File: config.mk
export PLATFORM = sky130hd
export DESIGN_NAME = shift_issue_q
export DESIGN_NICKNAME = d
export VERILOG_FILES = /design/src/rtl/shift_pkg.sv /design/src/rtl/shift_req_fifo.sv /design/src/rtl/shift_issue_q.sv
export SDC_FILE = /design/constraint.sdc
export NUM_CORES = 1
export LEC_CHECK = 0
export CAP_MARGIN = 10
export CORE_ASPECT_RATIO = 1.1
export CORE_MARGIN = 4
export CORE_UTILIZATION = 48
export CTS_CLUSTER_SIZE = 12
export DETAILED_ROUTE_END_ITERATION = 10
export GPL_ROUTABILITY_DRIVEN = 0
export HOLD_SLACK_MARGIN = 0.15
export PLACE_DENSITY = 0.83
export REMOVE_ABC_BUFFERS = 1
export SLEW_MARGIN = 20
export SYNTH_ARGS = -nofsm -noshare
export SYNTH_HDL_FRONTEND = slang
export SYNTH_SLANG_ARGS = --single-unit
File: constraint.sdc
create_clock -name clk -period 2.8 [get_ports clk]
set_input_delay 0.84 -clock clk [delete_from_list [all_inputs] [get_ports clk]]
set_output_delay 0.84 -clock clk [all_outputs]
set_load 0.01 [all_outputs]
File: src/rtl/shift_pkg.sv
// shift_pkg: default widths, shifter opcode encodings and the packed request type.
package shift_pkg;
   localparam int N_DEF = 16;
   localparam int C_DEF = 4;
   localparam int O_DEF = 2;
   localparam logic [1:0] OP_ROL = 2'b00;
   localparam logic [1:0] OP_SLL = 2'b01;
   localparam logic [1:0] OP_SRA = 2'b10;
   localparam logic [1:0] OP_SRL = 2'b11;
   typedef struct packed {
      logic [N_DEF-1:0] in;
      logic [C_DEF-1:0] cnt;
      logic [O_DEF-1:0] op;
   } req_t;
endpackage

File: src/rtl/shift_req_fifo.sv
// shift_req_fifo: DEPTH-entry circular request buffer with pointers, count and full/empty flags.
module shift_req_fifo #(
   parameter int W     = 22,
   parameter int DEPTH = 4
) (
   input  logic         clk,
   input  logic         rst,
   input  logic         clr,
   input  logic         push,
   input  logic         pop,
   input  logic [W-1:0] din,
   output logic [W-1:0] dout,
   output logic         full,
   output logic         empty
);
   localparam int AW = $clog2(DEPTH);
   localparam int CW = AW + 1;
   logic [W-1:0]  mem [DEPTH];
   logic [AW-1:0] rd_ptr, wr_ptr;
   logic [CW-1:0] count;
   always_ff @(posedge clk or negedge rst)
      if (!rst) begin
         rd_ptr <= '0;
         wr_ptr <= '0;
         count  <= '0;
      end else if (clr) begin
         rd_ptr <= '0;
         wr_ptr <= '0;
         count  <= '0;
      end else begin
         if (push) wr_ptr <= wr_ptr + AW'(1);
         if (pop) rd_ptr <= rd_ptr + AW'(1);
         count <= count + CW'(push) - CW'(pop);
      end
   // storage is deliberately left unreset
   always_ff @(posedge clk)
      if (push && !clr) mem[wr_ptr] <= din;
   assign dout  = mem[rd_ptr];
   assign full  = count == CW'(DEPTH);
   assign empty = count == '0;
endmodule

File: src/rtl/shift_issue_q.sv
// shift_issue_q: request queue plus registered result slot around an external barrel shifter.
// Optional SHIFT_ISSUE_Q_BYPASS_EN sends a request straight to the shifter when the queue is empty.
module shift_issue_q
   import shift_pkg::*;
#(
   parameter int N     = N_DEF,
   parameter int C     = C_DEF,
   parameter int O     = O_DEF,
   parameter int DEPTH = 4
) (
   input  logic         clk,
   input  logic         rst,
   input  logic         flush,
   input  logic         req_valid,
   output logic         req_ready,
   input  logic [N-1:0] req_in,
   input  logic [C-1:0] req_cnt,
   input  logic [O-1:0] req_op,
   output logic [N-1:0] sh_In,
   output logic [C-1:0] sh_Cnt,
   output logic [O-1:0] sh_Op,
   input  logic [N-1:0] sh_Out,
   output logic         rsp_valid,
   input  logic         rsp_ready,
   output logic [N-1:0] rsp_out
);
   localparam int W = N + C + O;
   logic [W-1:0] head;
   logic full, empty, push, pop, byp, slot_free, cap;
   assign req_ready = !full && !flush;
   assign push      = req_valid && req_ready;
   assign slot_free = !rsp_valid || rsp_ready;
   assign pop       = !empty && slot_free && !flush;
`ifdef SHIFT_ISSUE_Q_BYPASS_EN
   assign byp = empty && push && slot_free;
   assign {sh_In, sh_Cnt, sh_Op} = (empty && push) ? {req_in, req_cnt, req_op} : empty ? '0 : head;
`else
   assign byp = 1'b0;
   assign {sh_In, sh_Cnt, sh_Op} = empty ? '0 : head;
`endif
   assign cap = pop || byp;
   shift_req_fifo #(.W(W), .DEPTH(DEPTH)) u_fifo (
      .clk   (clk),
      .rst   (rst),
      .clr   (flush),
      .push  (push && !byp),
      .pop   (pop),
      .din   ({req_in, req_cnt, req_op}),
      .dout  (head),
      .full  (full),
      .empty (empty)
   );
   always_ff @(posedge clk or negedge rst)
      if (!rst) begin
         rsp_valid <= 1'b0;
         rsp_out   <= '0;
      end else if (flush) begin
         rsp_valid <= 1'b0;
      end else if (cap) begin
         rsp_out   <= sh_Out;
         rsp_valid <= 1'b1;
      end else if (rsp_ready) begin
         rsp_valid <= 1'b0;
      end
endmodule

==> results_dict.tcl <==
set metrics [dict create \
    antenna_cells 0 \
    multi_input_area_um2 1127 \
    dpl-instance-area_um2 5560 \
    routed_via_density 5.184 \
    drive_above_1_share_pct 28.19 \
    power_density_nw_per_um2 906.8 \
    pre_cts_slack_ps -270.0 \
    gr-total-overflow 0 \
    drv_slew 0 \
    yosysWarnings 0 \
    power.switching_mw 1.605 \
    first_pass_iters 4 \
    yosys.cell_types.count 27 \
    wl_met1_mm 3.210 \
    clock-sinks 112 \
    syn_inst 223 \
    synth.avg_cell_area_um2 20.09 \
    grt_max_degree 25 \
    cts_hold_buf 0 \
    synth_area_um2 4479 \
    crit_required_ps 1960 \
    hold_violations 0 \
    io_buffers 82 \
    switching_share_pct 30.79 \
    grt_pass1_wl_mm 12.81 \
    hold_class "reg2reg" \
    design_area_um2 5747 \
    path_class "reg2out" \
    die_h_um 109.3 \
    drt_iter0_markers 106 \
    clkPwrFrac_pct 16.7 \
    p_int_mw 3.606 \
    p_seq_share_pct 42.0 \
    relSlewSlack_pct 77.34 \
    fin_skew_ps 10.71 \
    numCtsBuffers 9 \
    h-tree-depth 3 \
    grt.total_usage_pct 16.10 \
    num_vias 2338 \
    tns_ps 0 \
    fp.coreArea_um2 8964 \
    cp-start-kind "flop" \
    nNetsFinal 382 \
    place_hpwl_mm 5.448 \
    setup_viol 0 \
    route.detailed.drc 0 \
    insertion_delay_ps 370 \
    hold_ws_ps 517.1 \
    die_area_um2 10940 \
    row_count 36 \
    cts_buffer_depth 2 \
    fin_crit_ps 2706 \
    cts-root-buf "clkbuf_8" \
    share_comb_of_total_power_pct 41.3 \
    synth-seq-cells 112 \
    worstPathArrival_ps 1870 \
    topRoutingLayerUsed "met4" \
    clk_pin_slew_ps 100 \
    ys_seq_area_share_pct 72.40 \
    start_util_pct 49.97 \
    worstMarginPinSlew_ps 338.7 \
    ant_nets 0 \
    antenna_found_initial 0 \
    p_leak_nw 2.074 \
    timing.fmax_ghz 0.3695 \
    final.setup.worst_slack_ps 93.50 \
    seq_area_um2 3244 \
    status "complete, no violations" \
    fillCellCount 643 \
    io_pins 83 \
    routed_wl_mm 8.191 \
    cap_viol_max_count 0 \
    area_delta_synth_final_pct 28.30 \
    cts_tree "built" \
    met3_length_um 486 \
    die_w_um 100.1 \
    wl_met2_mm 4.354 \
    end_kind "primary output" \
    wl_per_cell_um 18.16 \
    worstPathMaxFanout 6 \
    grt_setup_unrepaired "false" \
    fin_crit_sh_pct 96.66 \
    grt_pass1_vias 2552 \
    ir_drop_mv 0.5611 \
]
==> layout make-up <==
type / count / area share, %
Multi-Input combinational cell: 96 / 19.62
Inverter: 6 / 0.3919
Clock buffer: 9 / 2.155
Clock inverter: 7 / 0.9362
Timing Repair Buffer: 107 / 17.96
Sequential cell: 112 / 56.46
Tap cell: 114 / 2.482
==> flip-flops by register name, summed over array words and instances (netlist names) <==
name           cells
u_fifo.mem        88
rsp_out           16
u_fifo.count       3
u_fifo.rd_ptr      2
u_fifo.wr_ptr      2
rsp_valid          1
==> worst max-delay path, cell delays in order, from the launching register on <==
cell and delay [ps]:
dfrtp_2 430, buf_6 150, mux4_2 500, nor2b_1 140, dlygate4sd2_1 270
==> routing by layer <==
layer | GRT usage (%) | vias up
met1 | 19.54 | 1187
met3 | 4.251 | 13
li1 | - | 1074
met2 | 27.79 | 64
met5 | 0 | -
met4 | 6.160 | 0
==> path summary, 6_finish.rpt <==
check,startpoint,to,slack [ps],cells past startpoint
max,u_fifo.rd_ptr[0],sh_Cnt[0],90,4
min,rsp_out[11],rsp_out[11],520,1
max reg2reg,u_fifo.count[0],u_fifo.count[2],510,10
min reg2reg,rsp_out[11],rsp_out[11],520,1
max in group asynchronous,rst,u_fifo.rd_ptr[0],1730,2
min in group asynchronous,rst,rsp_out[7],810,2
==> placed cells by master, fill, tap and decap left out, types with 3 or more instances in the layout <==
master,n
buf_12,5
dlygate4sd2_1,10
a21oi_1,4
clkbuf_2,5
and2_1,5
clkbuf_8,9
mux4_2,22
mux2_2,17
inv_1,6
edfxtp_1,88
nor2b_1,20
nor2_1,5
buf_6,5
ha_1,6
and2b_1,3
buf_2,5
dfrtp_1,23
buf_4,15
clkdlybuf4s50_1,59
==> Yosys cell counts <==
master / count / area share [%]
buf_2: 3 / 0.34
dfrtp_1: 24 / 13
and2_1: 5 / 0.70
clkbuf_1: 2 / 0.17
o31ai_1: 1 / 0.17
o21ai_0: 1 / 0.11
xor2_1: 1 / 0.20
inv_1: 6 / 0.50
a21oi_1: 4 / 0.45
and2b_1: 3 / 0.50
mux4_1: 9 / 5.3
or3_1: 1 / 0.14
nor3_1: 1 / 0.11
nor2_1: 5 / 0.42
buf_6: 2 / 0.50
mux4_2: 13 / 6.5
mux2i_1: 1 / 0.22
nand2b_1: 2 / 0.28
mux2_2: 17 / 4.3
nor2b_1: 22 / 3.1
or4_1: 1 / 0.17
buf_12: 1 / 0.45
buf_4: 1 / 0.17
fa_1: 1 / 0.45
edfxtp_1: 88 / 59
ha_1: 6 / 1.7
nor3_4: 2 / 0.73
==> cells by family after synthesis <==
kind of cell | share of synthesized area (%)
AOI/OAI and AO/OA | 0.7262
xor gates and xnor gates | 0.1956
adders and majority gates | 2.123
buffers and inverters | 2.123
DFF | 72.40
muxes | 16.31
and+or+nand+nor | 6.117
==> repair_timing <==
action,in CTS,in global routing
pin swaps,0,0
buffers inserted,8,0
gates resized for setup,56,21
cloned,1,0
endpoints found under the setup margin,23,15
==> power groups by stage <==
stage / Combinational, mW / Sequential [mW] / Clock (mW)
floorplan: 0.936 / 2.33 / 0
global placement: 2.16 / 2.20 / 0
detailed placement: 2.20 / 2.22 / 0
CTS: 2.18 / 2.19 / 0.899
global route: 2.35 / 2.22 / 0.969
finish: 2.15 / 2.19 / 0.868
==> per-stage QoR <==
stage	util (%)	std cells	power, mW
2_1_floorplan	-	214	3.265
3_3_place_gp	62.03	427	4.357
3_5_place_dp	62.03	427	4.418
4_1_cts	64.48	452	5.270
5_1_grt	64.11	451	5.537
6_report	64.11	451	5.211
No activity file was read; power rests on OpenSTA's default activity.
